<file path="src/rtl/mc_control_fsm.sv">
// Multicycle CPU main controller: sequences datapath enables/selects per instruction and counts retirements.
// Optional macro MC_JAL_EN adds jal (opcode 000011) through the JALWB state.
module mc_control_fsm #(
  parameter int unsigned CNT_W        = 32,
  parameter int unsigned ILLEGAL_STOP = 0
) (
  input  logic             clk,
  input  logic             rst,
  input  logic [5:0]       opcode,
  input  logic [5:0]       funct,
  input  logic             zero,
  output logic             IorD,
  output logic             MemRead,
  output logic             MemWrite,
  output logic             IRWrite,
  output logic [1:0]       RegDst,
  output logic [1:0]       MemtoReg,
  output logic             RegWrite,
  output logic             ALUSrcA,
  output logic [1:0]       ALUSrcB,
  output logic [1:0]       ALUOp,
  output logic [1:0]       PCSrc,
  output logic             pc_load,
  output logic             instr_done,
  output logic             illegal,
  output logic [CNT_W-1:0] retired,
  output logic [3:0]       state
);

  localparam logic [5:0] OP_R    = 6'b000000;
  localparam logic [5:0] OP_LW   = 6'b100011;
  localparam logic [5:0] OP_SW   = 6'b101011;
  localparam logic [5:0] OP_BEQ  = 6'b000100;
  localparam logic [5:0] OP_BNE  = 6'b000101;
  localparam logic [5:0] OP_ADDI = 6'b001000;
  localparam logic [5:0] OP_J    = 6'b000010;
`ifdef MC_JAL_EN
  localparam logic [5:0] OP_JAL  = 6'b000011;
`endif

  typedef enum logic [3:0] {
    S_FETCH  = 4'd0,
    S_DECODE = 4'd1,
    S_MEMADR = 4'd2,
    S_MEMRD  = 4'd3,
    S_MEMWB  = 4'd4,
    S_MEMWR  = 4'd5,
    S_RTEX   = 4'd6,
    S_RTWB   = 4'd7,
    S_ADDIEX = 4'd8,
    S_ADDIWB = 4'd9,
    S_BRANCH = 4'd10,
    S_JUMP   = 4'd11,
`ifdef MC_JAL_EN
    S_JALWB  = 4'd13,
`endif
    S_HALT   = 4'd12
  } state_t;

  typedef struct packed {
    logic       iord;
    logic       mem_read;
    logic       mem_write;
    logic       ir_write;
    logic [1:0] reg_dst;
    logic [1:0] mem_to_reg;
    logic       reg_write;
    logic       alu_src_a;
    logic [1:0] alu_src_b;
    logic [1:0] alu_op;
    logic [1:0] pc_src;
    logic       pc_write;
    logic       branch;
    logic       instr_done;
  } ctl_t;

  state_t           r_state, w_next;
  ctl_t             r_ctl, w_ctl;
  logic             r_run, r_is_lw, r_bne;
  logic             w_unknown;
  logic [CNT_W-1:0] r_retired;
  logic             w_unused_funct;

  // funct is consumed by the ALU decoder, not by this controller
  assign w_unused_funct = ^funct;

  // Next-state logic; r_run holds FETCH until the first edge after reset release
  always_comb begin
    w_next    = r_state;
    w_unknown = 1'b0;
    case (r_state)
      S_FETCH:  w_next = S_DECODE;
      S_DECODE: begin
        case (opcode)
          OP_LW, OP_SW:   w_next = S_MEMADR;
          OP_R:           w_next = S_RTEX;
          OP_ADDI:        w_next = S_ADDIEX;
          OP_BEQ, OP_BNE: w_next = S_BRANCH;
          OP_J:           w_next = S_JUMP;
`ifdef MC_JAL_EN
          OP_JAL:         w_next = S_JALWB;
`endif
          default: begin
            w_unknown = 1'b1;
            w_next    = (ILLEGAL_STOP != 0) ? S_HALT : S_FETCH;
          end
        endcase
      end
      S_MEMADR: w_next = r_is_lw ? S_MEMRD : S_MEMWR;
      S_MEMRD:  w_next = S_MEMWB;
      S_RTEX:   w_next = S_RTWB;
      S_ADDIEX: w_next = S_ADDIWB;
      S_HALT:   w_next = S_HALT;
      default:  w_next = S_FETCH;
    endcase
    if (!r_run) w_next = S_FETCH;
  end

  // Moore outputs of the state being entered, loaded alongside the state register
  always_comb begin
    w_ctl = '0;
    case (w_next)
      S_FETCH: begin
        w_ctl.mem_read  = 1'b1;
        w_ctl.ir_write  = 1'b1;
        w_ctl.alu_src_b = 2'b01;
        w_ctl.pc_write  = 1'b1;
      end
      S_DECODE: w_ctl.alu_src_b = 2'b11;
      S_MEMADR, S_ADDIEX: begin
        w_ctl.alu_src_a = 1'b1;
        w_ctl.alu_src_b = 2'b10;
      end
      S_MEMRD: begin
        w_ctl.mem_read = 1'b1;
        w_ctl.iord     = 1'b1;
      end
      S_MEMWB: begin
        w_ctl.reg_write  = 1'b1;
        w_ctl.mem_to_reg = 2'b01;
        w_ctl.instr_done = 1'b1;
      end
      S_MEMWR: begin
        w_ctl.mem_write  = 1'b1;
        w_ctl.iord       = 1'b1;
        w_ctl.instr_done = 1'b1;
      end
      S_RTEX: begin
        w_ctl.alu_src_a = 1'b1;
        w_ctl.alu_op    = 2'b10;
      end
      S_RTWB: begin
        w_ctl.reg_write  = 1'b1;
        w_ctl.reg_dst    = 2'b01;
        w_ctl.instr_done = 1'b1;
      end
      S_ADDIWB: begin
        w_ctl.reg_write  = 1'b1;
        w_ctl.instr_done = 1'b1;
      end
      S_BRANCH: begin
        w_ctl.alu_src_a  = 1'b1;
        w_ctl.alu_op     = 2'b01;
        w_ctl.pc_src     = 2'b01;
        w_ctl.branch     = 1'b1;
        w_ctl.instr_done = 1'b1;
      end
      S_JUMP: begin
        w_ctl.pc_src     = 2'b10;
        w_ctl.pc_write   = 1'b1;
        w_ctl.instr_done = 1'b1;
      end
`ifdef MC_JAL_EN
      S_JALWB: begin
        w_ctl.reg_write  = 1'b1;
        w_ctl.reg_dst    = 2'b10;
        w_ctl.mem_to_reg = 2'b10;
        w_ctl.pc_src     = 2'b10;
        w_ctl.pc_write   = 1'b1;
        w_ctl.instr_done = 1'b1;
      end
`endif
      default: ;
    endcase
  end

  always_ff @(posedge clk or negedge rst) begin
    if (!rst) begin
      r_state   <= S_FETCH;
      r_run     <= 1'b0;
      r_ctl     <= '0;
      r_is_lw   <= 1'b0;
      r_bne     <= 1'b0;
      r_retired <= '0;
    end else begin
      r_state <= w_next;
      r_run   <= 1'b1;
      r_ctl   <= w_ctl;
      // opcode is only trusted while DECODE holds a fresh IR
      if (r_state == S_DECODE) begin
        r_is_lw <= (opcode == OP_LW);
        r_bne   <= (opcode == OP_BNE);
      end
      if (r_ctl.instr_done) r_retired <= r_retired + CNT_W'(1);
    end
  end

  assign IorD       = r_ctl.iord;
  assign MemRead    = r_ctl.mem_read;
  assign MemWrite   = r_ctl.mem_write;
  assign IRWrite    = r_ctl.ir_write;
  assign RegDst     = r_ctl.reg_dst;
  assign MemtoReg   = r_ctl.mem_to_reg;
  assign RegWrite   = r_ctl.reg_write;
  assign ALUSrcA    = r_ctl.alu_src_a;
  assign ALUSrcB    = r_ctl.alu_src_b;
  assign ALUOp      = r_ctl.alu_op;
  assign PCSrc      = r_ctl.pc_src;
  assign instr_done = r_ctl.instr_done;
  assign pc_load    = r_ctl.pc_write | (r_ctl.branch & (r_bne ? ~zero : zero));
  assign illegal    = w_unknown;
  assign retired    = r_retired;
  assign state      = r_state;

endmodule

</file>
<file path="config.mk">
export PLATFORM = sky130hd
export DESIGN_NAME = mc_control_fsm
export DESIGN_NICKNAME = d
export VERILOG_FILES = /design/src/rtl/mc_control_fsm.sv
export SDC_FILE = /design/constraint.sdc
export NUM_CORES = 1
export LEC_CHECK = 0
export ABC_AREA = 1
export CAP_MARGIN = 20
export CORE_ASPECT_RATIO = 0.8
export CORE_UTILIZATION = 49
export CTS_CLUSTER_SIZE = 40
export DETAILED_ROUTE_END_ITERATION = 6
export GPL_ROUTABILITY_DRIVEN = 0
export PLACE_DENSITY = 0.8
export SYNTH_ARGS = -nofsm -noshare
export SYNTH_HDL_FRONTEND = slang
export SYNTH_SLANG_ARGS = --single-unit
</file>
<file path="constraint.sdc">
create_clock -name clk -period 1.7 [get_ports clk]
set_clock_uncertainty 0.05 [all_clocks]
set_input_delay 0.17 -clock clk [delete_from_list [all_inputs] [get_ports clk]]
set_output_delay 0.17 -clock clk [all_outputs]
set_load 0.1 [all_outputs]
</file>
After elaboration in Yosys (flattened, before gate mapping)
Index checks and enable logic that the tools add are counted.

cells by class
  add/subtract/negate cells = 1
  eq/ne operators = 23
  multiplexer cells = 21
  bitwise logic cells = 3
  reductions and logical operators = 13

operators by type and width
  operator               count
  $add 32x1->32 const B  1
  $pmux 4 s7             1
  $eq 4x4->1 const B     6
  $eq 4x3->1 const B     5
  $pmux 4 s5             1
  $eq 4x2->1 const B     4
  $mux 1                 14
  $eq 6x3->1 const B     2
  $eq 6x6->1 const B     2
  $reduce_or 2->1        6
  $eq 4x1->1 const B     2
  $logic_not 4->1        2
  $pmux 2 s2             2
  $reduce_or 7->1        1
  $eq 6x2->1 const B     1
  $eq 6x4->1 const B     1
  $logic_not 6->1        1
  $pmux 2 s3             1
  $reduce_or 6->1        1
  $mux 4                 1
  $reduce_or 4->1        1
  $mux 3                 1
  $reduce_or 3->1        1
  $and 1x1->1            1
  other kinds (2)        2

storage, ports and cells
  register bits = 58
  input port bits = 15
  output and inout port bits = 55

Depth between registers and ports, before layout
Gate-level depths: netlist of run 1.

  word-level depth = 8
  gate-level depth with buffers = 11
  mapped depth without buffers = 11

Least setup slack after synthesis of run 1
OpenSTA, ideal clock, no wires.

  path type = reg2out
  start = reg r_state[0], in the netlist state[0]
  end = out illegal
  data arrival time = 3.416 ns
  data required time = 1.480 ns
  setup slack = -1.936 ns
  cell stages (with the launch flop) = 5
  cells stage by stage = dfrtp_1 -> nand3_2 -> inv_1 -> nand2_1 -> nor3_1

on the way
  cells in the longest elaborated chain, start to end = 2

ends and longest elaborated chain
  element                 RTL line  RTL
  start, declared         77        state_t r_state, w_next;
  start signal, assigned  196       r_state <= w_next;
  $eq 4x1->1              91        case (r_state)
  $mux 1                  91
  end, declared           25        output logic illegal,

No other way between the ends.

Final worst setup path of run 1
  start = in opcode[3]
  end = out illegal

on the way
  cells in the longest elaborated chain, start to end = 4
  elaborated cells on any way between the ends = 10

ends and longest elaborated chain
  element                                   RTL line  RTL
  start, declared                           9         input logic [5:0] opcode,
  $eq 6x6->1, or another cell as far along  94        case (opcode)
  $reduce_or 7->1 (no line) (*)             n/a
  $mux 1 (*)                                94
  $mux 1 (*)                                91

Mark *: on every way between the ends. The rest lies on a longest branch, timed or not.

==> flow_metrics.env, run 1 <==
export IMPL_min_from="opcode[1]"
export IMPL_hold_path_class="input port to flip-flop"
export IMPL_worstSetupStartpoint="opcode[3]"
export IMPL_fin_util=0.893
export IMPL_reg2reg_depth=10
export IMPL_avgRoutedWirePerCell_um=17.8
export IMPL_dpl_cell_area_um2=4130
export IMPL_die_area_um2=5810
export IMPL_power_leakage_nw=2.11
export IMPL_violations="design-rule violations, negative setup slack"
export IMPL_num_io_pins=70
export IMPL_post_place_ws_ps=-242
export IMPL_die_h_um=68.4
export IMPL_clkTransAtPathRegs_ps=100
export IMPL_die_w_um=85.0
export IMPL_p_sw_frac=0.348
export IMPL_clk_insertion_delay_late_ps=320
export IMPL_r2r_end="ALUSrcB[1]"
export IMPL_grt_setup_unrepaired="true"
export IMPL_area_growth_pct=70.4
export IMPL_yosysWarnings=0
export IMPL_layout_nets=414
export IMPL_worstPathRequired_ps=1480
export IMPL_outcome="complete, but fails checks"
export IMPL_drt_initial_drc_count=191
export IMPL_drv_cap=0
export IMPL_cts_buffers_inserted=5
export IMPL_slowest_delay_ps=510
export IMPL_synth_area_um2=2700
export IMPL_diodes=0
export IMPL_grt_pass1_wl_um=11000
export IMPL_synth_cells=303
export IMPL_final_cell_area_um2=4600
export IMPL_crit_slowest_cell="clkdlybuf4s50_1"
export IMPL_initial_core_util=0.524
export IMPL_ff2ff_setup_slack_ps=-120
export IMPL_cts_tree="yes"
export IMPL_cp_max_fo=3
export IMPL_drt_pass1_iterations=7
export IMPL_layout_setup_ws_ps=-160
export IMPL_rows=23
export IMPL_powerDensity_nw_per_um2=649
export IMPL_yosysSeqAreaShare=0.501
export IMPL_route_detailed_drc=3
export IMPL_setup_violations_final=15
export IMPL_finalCritPeriodShare=1.09
export IMPL_vias_per_cell=5.38
export IMPL_ctsLongestPathBuffers=2
export IMPL_grt_usage=0.251
export IMPL_finalHoldViolCount=0
export IMPL_dp_hpwl_um=4910
export IMPL_vdd_drop_max_uv=480
export IMPL_layout_commonest_cell="buf_12"
export IMPL_routed_wl_um=8230
export IMPL_grt_max_degree=55
export IMPL_drive_gt1_frac=0.521
export IMPL_clock_fmax_ghz=0.538
export IMPL_ant_nets=0
export IMPL_rr_startpoint="state[3]"
export IMPL_seq_power_share=0.471
export IMPL_finalPower_mw=2.98
export IMPL_slew_viol_final=0
export IMPL_h_tree_depth=2
export IMPL_port_buffers=61
export IMPL_p_comb_frac=0.281
export IMPL_ys_types=30
export IMPL_critPathCapture="illegal"
export IMPL_ys_ff_latch=54
export IMPL_period_minus_slack_ps=1860
export IMPL_antenna_found_initial=0
export IMPL_root_buffer="clkbuf_8"
export IMPL_power_frac_clock=0.247
export IMPL_coreArea_um2=5150
export IMPL_final_cell_mix="55 x buf_12, 54 x nand2_1, 33 x buf_4"
export IMPL_end_kind="output pin"
export IMPL_crit_chain="clkdlybuf4s50_1, nor2_1, nand3_1, nand2_1, buf_4, nor3_4, buf_12"
export IMPL_grt_overflow=0
export IMPL_cp_start_kind="input port"
export IMPL_netSwitchingPower_mw=1.04
export IMPL_path_class="input port to output pin"
export IMPL_grt_pass1_vias=2258
export IMPL_cts_sinks=54
export IMPL_internal_power_mw=1.94
export IMPL_cp_arrival_ps=1640
export IMPL_holdWs_ps=303
export IMPL_syn_mean_instance_area_um2=8.91
export IMPL_num_vias=2480
-- sequential cells by signal (all words and copies together), names as in the netlist, 2 cells and up --
register and count:
retired 32, PCSrc 2, state 4, ALUSrcB 2
-- cell usage after synthesis, drive strengths merged --
library cell | instances | area, um2
dfrtp | 54 | 1350
o31ai | 1 | 7.51
inv | 40 | 150
a21boi | 1 | 7.51
o21ai | 9 | 45.0
nand2 | 69 | 272
o21bai | 2 | 15.0
ha | 1 | 12.5
conb | 2 | 7.51
mux2 | 1 | 11.3
nor3 | 6 | 41.3
nor2 | 41 | 194
xnor2 | 13 | 114
xor2 | 17 | 149
nand3 | 24 | 135
nand4 | 6 | 73.8
nor4 | 4 | 25.0
o211ai | 1 | 7.51
buf | 11 | 80.1
-- final cells by class --
class	count	area (um2)
fill	199	552
sequential	54	1460
tap	62	77.6
clock inverter	2	15.0
inverter	40	155
clock buffer	6	72.6
multi-input combinational	199	1380
timing repair buffer	98	1450
-- routing by layer --
metal  global-route usage  up-vias  part of all wire
met3               0.0531       27             0.072
met1                0.310     1198              0.38
li1                     -     1123                 -
met2                0.447      132              0.52
met4               0.0847        0             0.030
met5                    0        -                 0
-- power by group through the flow --
stage	clock network [mW]	logic [mW]	registers (mW)
floorplan	0	0.197	1.66
global placement	0	0.711	1.43
detailed placement	0	0.729	1.44
CTS	0.738	0.752	1.41
global route	0.782	0.868	1.41
finish	0.738	0.840	1.41
-- critical path, delay by kind of cell --
| kind | cells | cell delay, ps |
|---|---|---|
| buffers and inverters | 3 | 870 |
| and+or+nand+nor | 4 | 590 |
-- through the flow --
step           TNS [ps]  instances
5_1_grt           -1950        461
3_5_place_dp      -2380        431
3_3_place_gp      -1080        431
4_1_cts            -107        445
2_1_floorplan     -1080        304
6_report          -1130        461
-- repair_timing --
| item | CTS | global route |
|---|---|---|
| hold buffers | 1 | 0 |
| endpoints found under the hold margin | 54 | 0 |
| setup buffers | 5 | 16 |
| endpoints found under the setup margin | 8 | 26 |
| gates resized for setup | 18 | 44 |
| pin swaps | 7 | 21 |
-- logic make-up (layout without fill, tap and decap cells) --
family / after synthesis / after routing / share of synthesized area
AND/OR/NAND/NOR: 150 / 150 / 0.274
flip-flops: 54 / 54 / 0.501
buffers and inverters: 51 / 146 / 0.0853
XOR/XNOR: 30 / 30 / 0.0974
AO/OA/AOI/OAI: 14 / 14 / 0.0306
other: 2 / 3 / 0.00278
adder cells (fa/ha/maj): 1 / 1 / 0.00464
multiplexers: 1 / 1 / 0.00417
-- worst min-delay path by stage --
stage	to	slack, ps	cells past startpoint
after global placement	retired[6]	130	2
after global routing	retired[11]	360	3
after CTS	retired[13]	330	3
final	r_is_lw	300	5
after detailed placement	retired[5]	140	2
after floorplan	ALUOp[1]	-180	0
(Power assumes the default switching activity.)
==> run 2, diff against run 1 <==
--- a/config.mk
+++ b/config.mk
@@ -9,3 +9,2 @@
 export CAP_MARGIN = 20
-export CORE_ASPECT_RATIO = 0.8
 export CORE_UTILIZATION = 49
==> constraint.sdc (replaced) <==
create_clock -name clk -period 1.7 [get_ports clk]
set_clock_uncertainty 0.05 [all_clocks]
set_input_delay 0.34 -clock clk [delete_from_list [all_inputs] [get_ports clk]]
set_output_delay 0.34 -clock clk [all_outputs]
set_load 0.1 [all_outputs]
==> run 2 against run 1 <==
- the flow finishes with violations (negative setup slack)
- register-to-register slack got worse by 160 ps
- utilization rose by 2.3 points
- final cell count increased by 2.2%
- die area is essentially flat
- first-iteration DRC count increased by 35%
- clock-buffer cell count shrank 1
- global-route usage increased by 4.3 points
- critical endpoint unchanged
- largest cell class is now multi-input gates
- highest routed layer unchanged
==> flow_metrics.env, run 2 (synthesis results as in run 1) <==
export IMPL_outcome="complete, but fails checks"
export IMPL_violations="negative setup slack"
export IMPL_power_leakage_nw=2.20
export IMPL_min_from="opcode[0]"
export IMPL_internal_power_mw=2.27
export IMPL_die_w_um=76.2
export IMPL_clock_fmax_ghz=0.504
export IMPL_holdWs_ps=415
export IMPL_grt_overflow=0
export IMPL_rr_startpoint="state[3]"
export IMPL_ff2ff_setup_slack_ps=-280
export IMPL_dp_hpwl_um=4870
export IMPL_antenna_found_initial=0
export IMPL_whs_endpoint="r_bne"
export IMPL_netSwitchingPower_mw=1.11
export IMPL_clkTransAtPathRegs_ps=110
export IMPL_routed_wl_um=10400
export IMPL_cts_sinks=54
export IMPL_cp_max_fo=2
export IMPL_num_io_pins=70
export IMPL_period_minus_slack_ps=1980
export IMPL_route_detailed_drc=0
export IMPL_fin_cells=471
export IMPL_grt_pass1_vias=2660
export IMPL_relSlewSlack=0.616
export IMPL_diodes=0
export IMPL_end_kind="output pin"
export IMPL_ant_nets=0
export IMPL_largest_reg_flops=32
export IMPL_fin_util=0.916
export IMPL_num_vias=2715
export IMPL_drv_cap=0
export IMPL_p_comb_frac=0.272
export IMPL_p_sw_frac=0.327
export IMPL_layout_commonest_cell="buf_12"
export IMPL_setup_violations_final=22
export IMPL_h_tree_depth=2
export IMPL_slew_viol_final=0
export IMPL_reg2reg_depth=11
export IMPL_die_area_um2=5810
export IMPL_drt_pass1_iterations=4
export IMPL_seq_power_share=0.414
export IMPL_grt_pass1_wl_um=13200
export IMPL_dp_cells=436
export IMPL_drive_gt1_frac=0.566
export IMPL_initial_core_util=0.519
export IMPL_power_frac_clock=0.314
export IMPL_grt_usage=0.294
export IMPL_grt_max_degree=55
export IMPL_coreArea_um2=5200
export IMPL_rows=26
export IMPL_layout_setup_ws_ps=-283
export IMPL_worstSetupStartpoint="state[3]"
export IMPL_tightest_slew_ps=571
export IMPL_vdd_drop_max_uv=650
export IMPL_final_cell_mix="54 x buf_12, 48 x nand2_1, 34 x buf_4"
export IMPL_area_growth_pct=76.7
export IMPL_hold_path_class="input port to flip-flop"
export IMPL_ctsLongestPathBuffers=2
export IMPL_worstPathRequired_ps=1310
export IMPL_cts_tree="yes"
export IMPL_drt_initial_drc_count=257
export IMPL_grt_setup_unrepaired="true"
export IMPL_avgRoutedWirePerCell_um=22.0
export IMPL_port_buffers=61
export IMPL_cp_start_kind="flip-flop"
export IMPL_finalHoldViolCount=0
export IMPL_layout_nets=416
export IMPL_min_path_cells=4
export IMPL_r2r_end="ALUSrcB[1]"
export IMPL_path_class="flip-flop to output pin"
export IMPL_finalPower_mw=3.38
export IMPL_clk_insertion_delay_late_ps=330
export IMPL_cts_buffers_inserted=5
export IMPL_cp_arrival_ps=1590
export IMPL_vias_per_cell=5.76
export IMPL_die_h_um=76.2
export IMPL_root_buffer="clkbuf_8"
export IMPL_powerDensity_nw_per_um2=709
export IMPL_finalCritPeriodShare=1.17
==> run 2: cell count changes in the layout (fill, tap and decap cells not counted), sizes merged <==
cell,previous run,this run
clkdlybuf4s50,6,0
dlygate4sd2,0,5
buf,90,92
bufinv,0,2
clkinvlp,2,0
clkbuf,6,5
clkinv,0,1
dlymetal6s2s,1,2
==> run 2: critical path: stages, from the launching register on <==
cell	delay, ps
dfrtp_4	520
nor2_4	150
nand3_4	90
inv_4	80
nand2_4	50
nor3_4	160
buf_12	200
==> run 2: cell type report <==
| cell class | count | area [um2] |
|---|---|---|
| flip-flops and latches | 54 | 1460 |
| multi-input cells | 199 | 1470 |
| inverters | 40 | 165 |
| repair buffers | 100 | 1450 |
| clock inverters | 3 | 68.8 |
| fillers | 148 | 435 |
| well taps | 70 | 87.6 |
| clock buffers | 5 | 68.8 |
==> run 2: worst max-delay path by stage <==
stage / to / slack [ps]
after detailed placement: r_ctl[2] / -480
final: illegal / -280
after floorplan: illegal / -510
after global placement: ALUOp[1] / -320
after global routing: ALUSrcB[1] / -310
after CTS: illegal / -270
==> run 2: power by group through the flow <==
stage               sequential, mW  combinational (mW)  clock, mW
detailed placement            1.43               0.726          0
CTS                           1.39               0.827       1.02
global route                  1.40               0.949       1.09
floorplan                     1.66               0.197          0
global placement              1.43               0.710          0
finish                        1.40               0.920       1.06
==> run 2: stage by stage <==
stage	TNS, ps	setup WS [ps]	cell area, um2
after CTS	-280	-265	4470
after global routing	-4660	-314	4770
after global placement	-4580	-321	4130
final	-3730	-283	4770
after detailed placement	-6650	-479	4130
after floorplan	-1260	-510	2890
==> run 2: repair_timing <==
action | in CTS | in global routing
pin swaps | 13 | 27
hold buffers | 1 | 0
gates resized for setup | 40 | 58
setup buffers | 11 | 15
hold endpoints to repair | 54 | 0
gates cloned | 0 | 0
setup endpoints to repair | 19 | 26
==> run 2: per-layer routing <==
| layer | wire length, um | up-vias | global-route usage |
|---|---|---|---|
| met5 | 0 | - | 0 |
| met4 | 752 | 0 | 0.138 |
| met3 | 851 | 69 | 0.0671 |
| met2 | 5370 | 208 | 0.550 |
| met1 | 3390 | 1308 | 0.309 |
| li1 | - | 1130 | - |
==> run 3, diff against run 2 <==
--- a/config.mk
+++ b/config.mk
@@ -7,5 +7,5 @@
 export LEC_CHECK = 0
-export ABC_AREA = 1
+export ABC_AREA = 0
 export CAP_MARGIN = 20
-export CORE_UTILIZATION = 49
+export CORE_UTILIZATION = 48
 export CTS_CLUSTER_SIZE = 40
@@ -13,3 +13,3 @@
 export GPL_ROUTABILITY_DRIVEN = 0
-export PLACE_DENSITY = 0.8
+export PLACE_DENSITY = 0.79
 export SYNTH_ARGS = -nofsm -noshare
==> constraint.sdc (replaced) <==
create_clock -name clk -period 1.7 [get_ports clk]
set_clock_uncertainty 0.05 [all_clocks]
set_input_delay 0.255 -clock clk [delete_from_list [all_inputs] [get_ports clk]]
set_output_delay 0.255 -clock clk [all_outputs]
set_load 0.1 [all_outputs]
==> run 3 against run 2 <==
- the flow now stops in global routing
- synthesized cell count decreased by 19%
- synthesized area decreased by 2.4%
==> flow_metrics.env, run 3 <==
export IMPL_cts_sinks=54
export IMPL_synth_most_common_cell="dfrtp_1"
export IMPL_synth_main_ff_cell="dfrtp_1"
export IMPL_grt_max_degree=55
export IMPL_num_io_pins=70
export IMPL_root_buffer="clkbuf_8"
export IMPL_cts_buffers_inserted=5
export IMPL_ys_ff_latch=54
export IMPL_synthTopCellsByCount="54 x dfrtp_1, 24 x xnor2_1, 19 x nor2_1"
export IMPL_synth_area_leader_cell="dfrtp_1"
export IMPL_yosysWarnings=0
export IMPL_firstError="[ERROR DPL-0038] Utilization greater than 100%, impossible to legalize"
export IMPL_ctsLongestPathBuffers=2
export IMPL_outcome="did not finish"
export IMPL_ys_types=51
export IMPL_synth_cells=246
export IMPL_yosysSeqAreaShare=0.513
export IMPL_synth_area_top_cells="dfrtp_1 51%, xnor2_1 8.0%, xor2_1 3.3%, buf_4 2.8%, nor2_1 2.7%"
export IMPL_synth_top_cell_area_share=0.513
export IMPL_synth_edf_count=0
export IMPL_ys_async_sr_fraction=1.00
export IMPL_port_buffers=61
export IMPL_syn_mean_instance_area_um2=10.7
export IMPL_haltStage="global routing"
export IMPL_rows=26
export IMPL_worst_ep_kind="primary output"
export IMPL_die_w_um=76.1
export IMPL_grt_worst_endpoint="illegal"
export IMPL_synth_area_um2=2640
export IMPL_h_tree_depth=2
export IMPL_die_h_um=76.1
export IMPL_dp_hpwl_um=5540
export IMPL_initial_core_util=0.506
==> run 3: changes by cell type after synthesis, sizes merged, moves of 7 or more <==
cell	delta
nand3	-12
nand2b	+7
nand4	+7
xnor2	+11
nand2	-53
xor2	-7
inv	-31
nor2	-22
==> run 3: kinds of logic after synthesis <==
| family | share of synthesized area |
|---|---|
| AND/OR/NAND/NOR | 0.215 |
| flip-flops | 0.513 |
| AO/OA/AOI/OAI | 0.0954 |
| XOR/XNOR | 0.113 |
| buffers and inverters | 0.0480 |
| other | 0.00285 |
| multiplexers | 0.00807 |
| adder cells (fa/ha/maj) | 0.00475 |
==> run 3: metrics by stage <==
stage                     cells  hold WS, ps  worst slack, ps  setup TNS [ps]  instance area, um2
after CTS                   449          417             -278           -2900                4880
after detailed placement    421          226             -727          -10370                4460
after global placement      421          217             -547           -8570                4460
after floorplan             247        -90.6             -567           -5290                2910
==> run 3: repair_timing <==
| action | 4_1_cts |
|---|---|
| setup buffers | 19 |
| pin swaps | 25 |
| resized for setup | 32 |
| endpoints found under the hold margin | 54 |
| endpoints found under the setup margin | 21 |
| hold buffers | 1 |
==> run 4, diff against run 3 <==
- CORE_UTILIZATION: 48 -> 40
- CTS_CLUSTER_SIZE: 40 -> not set
- PLACE_DENSITY: 0.79 -> not set
- PLACE_DENSITY_LB_ADDON: not set -> 0.15
==> run 4 against run 3 <==
- the flow now finishes, with violations (negative setup slack)
- synthesized cell count stayed put
- synthesized area unchanged
==> flow_metrics.env, run 4 <==
export IMPL_ys_async_sr_fraction=1.00
export IMPL_drt_initial_drc_count=93
export IMPL_yosysWarnings=0
export IMPL_synth_area_leader_cell="dfrtp_1"
export IMPL_end_kind="flip-flop"
export IMPL_synth_top_cell_area_share=0.513
export IMPL_slew_viol_final=0
export IMPL_synth_area_um2=2640
export IMPL_drt_pass1_iterations=6
export IMPL_layout_nets=387
export IMPL_port_buffers=61
export IMPL_hold_path_class="input port to flip-flop"
export IMPL_post_place_ws_ps=-625
export IMPL_ys_types=51
export IMPL_final_cell_mix="59 x buf_4, 54 x buf_12, 26 x dfrtp_4"
export IMPL_r2r_end="IorD"
export IMPL_tightest_slew_ps=548
export IMPL_drive_gt1_frac=0.594
export IMPL_h_tree_depth=2
export IMPL_grt_setup_unrepaired="true"
export IMPL_antenna_found_initial=0
export IMPL_powerDensity_nw_per_um2=637
export IMPL_grt_usage=0.198
export IMPL_vias_per_cell=5.23
export IMPL_path_class="flip-flop to flip-flop"
export IMPL_vdd_drop_max_uv=523
export IMPL_clock_fmax_ghz=0.541
export IMPL_relSlewSlack=0.635
export IMPL_min_from="opcode[4]"
export IMPL_dp_cells=428
export IMPL_synth_area_top_cells="dfrtp_1 51%, xnor2_1 8.0%, xor2_1 3.3%, buf_4 2.8%, nor2_1 2.7%"
export IMPL_finalCritPeriodShare=1.09
export IMPL_synth_cells=246
export IMPL_synthTopCellsByCount="54 x dfrtp_1, 24 x xnor2_1, 19 x nor2_1"
export IMPL_grt_pass1_wl_um=11100
export IMPL_min_path_cells=3
export IMPL_diodes=0
export IMPL_largest_reg_flops=32
export IMPL_cp_start_kind="flip-flop"
export IMPL_violations="negative setup slack"
export IMPL_ys_ff_latch=54
export IMPL_grt_overflow=0
export IMPL_layout_commonest_cell="buf_4"
export IMPL_grt_max_degree=28
export IMPL_cts_buffers_inserted=5
export IMPL_cts_tree="yes"
export IMPL_dp_hpwl_um=4910
export IMPL_rows=29
export IMPL_route_detailed_drc=0
export IMPL_num_io_pins=70
export IMPL_synth_edf_count=0
export IMPL_cp_max_fo=6
export IMPL_ant_nets=0
export IMPL_area_growth_pct=84.0
export IMPL_synth_most_common_cell="dfrtp_1"
export IMPL_clk_insertion_delay_late_ps=310
export IMPL_holdWs_ps=388
export IMPL_reg2reg_depth=6
export IMPL_setup_violations_final=14
export IMPL_die_area_um2=6920
export IMPL_coreArea_um2=6350
export IMPL_final_cell_area_um2=4850
export IMPL_worstPathRequired_ps=1890
export IMPL_dpl_cell_area_um2=4450
export IMPL_rr_startpoint="state[2]"
export IMPL_initial_core_util=0.415
export IMPL_yosysSeqAreaShare=0.513
export IMPL_ctsLongestPathBuffers=2
export IMPL_power_leakage_nw=2.09
export IMPL_outcome="complete, but fails checks"
export IMPL_whs_endpoint="r_is_lw"
export IMPL_drv_cap=0
export IMPL_layout_setup_ws_ps=-150
export IMPL_root_buffer="clkbuf_8"
export IMPL_cts_sinks=54
export IMPL_fin_cells=449
export IMPL_finalHoldViolCount=0
export IMPL_die_w_um=83.2
export IMPL_ff2ff_setup_slack_ps=-150
export IMPL_syn_mean_instance_area_um2=10.7
export IMPL_synth_main_ff_cell="dfrtp_1"
export IMPL_routed_wl_um=6750
export IMPL_num_vias=2348
export IMPL_clkTransAtPathRegs_ps=110
export IMPL_cp_arrival_ps=2040
export IMPL_grt_pass1_vias=2407
export IMPL_finalPower_mw=3.09
export IMPL_avgRoutedWirePerCell_um=15.0
export IMPL_period_minus_slack_ps=1850
export IMPL_die_h_um=83.2
## run 4: worst max-delay path by stage
stage          startpoint  endpoint  slack (ps)  cells after the start
2_1_floorplan    state[2]   illegal        -570                      4
3_3_place_gp    opcode[0]  ALUOp[1]        -530                      7
3_5_place_dp    opcode[0]  ALUOp[1]        -620                      7
4_1_cts          state[2]   illegal        -140                      4
5_1_grt          state[2]      IorD        -210                      6
6_report         state[2]      IorD        -150                      6
## run 4: cells by family after synthesis
logic type,Yosys count,synth area share
XOR/XNOR,34,0.113
flip-flops,54,0.513
multiplexers,2,0.00807
AO/OA/AOI/OAI,35,0.0954
other,2,0.00285
adder cells (fa/ha/maj),1,0.00475
AND/OR/NAND/NOR,95,0.215
buffers and inverters,23,0.0480
## run 4: metrics by stage
stage | setup TNS (ps) | utilization
after detailed placement | -8500 | 0.701
after floorplan | -5290 | -
final | -580 | 0.764
after global placement | -7240 | 0.701
after global routing | -1540 | 0.764
after CTS | -455 | 0.742
## run 4: critical path, cell delays in order (launching register included)
cell,delay (ps)
dfrtp_4,520
buf_4,150
or3b_4,400
nor2_4,140
a21o_4,200
xnor2_1,140
and3_1,190
## run 4: timing repair
item,CTS,global route
hold endpoints to repair,21,0
hold buffers,1,0
cloned,0,0
pin swaps,15,14
setup buffers,5,7
resized for setup,32,21
endpoints found under the setup margin,18,24
## run 4: power by group
part	internal [mW]	total (mW)	switching, mW	leakage [nW]
logic	0.376	0.959	0.582	1.37
registers	1.34	1.39	0.0426	0.670
clock network	0.298	0.742	0.444	0.0447
total	2.02	3.09	1.07	2.09
## run 4: routing by layer
| metal | GRT usage | vias up | part of all wire |
|---|---|---|---|
| met5 | 0 | - | 0 |
| met1 | 0.245 | 1173 | 0.42 |
| met4 | 0.0815 | 0 | 0.022 |
| met2 | 0.344 | 59 | 0.53 |
| li1 | - | 1101 | - |
| met3 | 0.0338 | 15 | 0.028 |
## run 4: layout make-up
| type | instances | area, um2 |
|---|---|---|
| tap | 77 | 96.3 |
| timing repair buffer | 131 | 1700 |
| clock buffer | 5 | 68.8 |
| multi-input combinational | 170 | 1460 |
| clock inverter | 3 | 25.0 |
| sequential | 54 | 1460 |
| fill | 381 | 1500 |
| inverter | 9 | 33.8 |
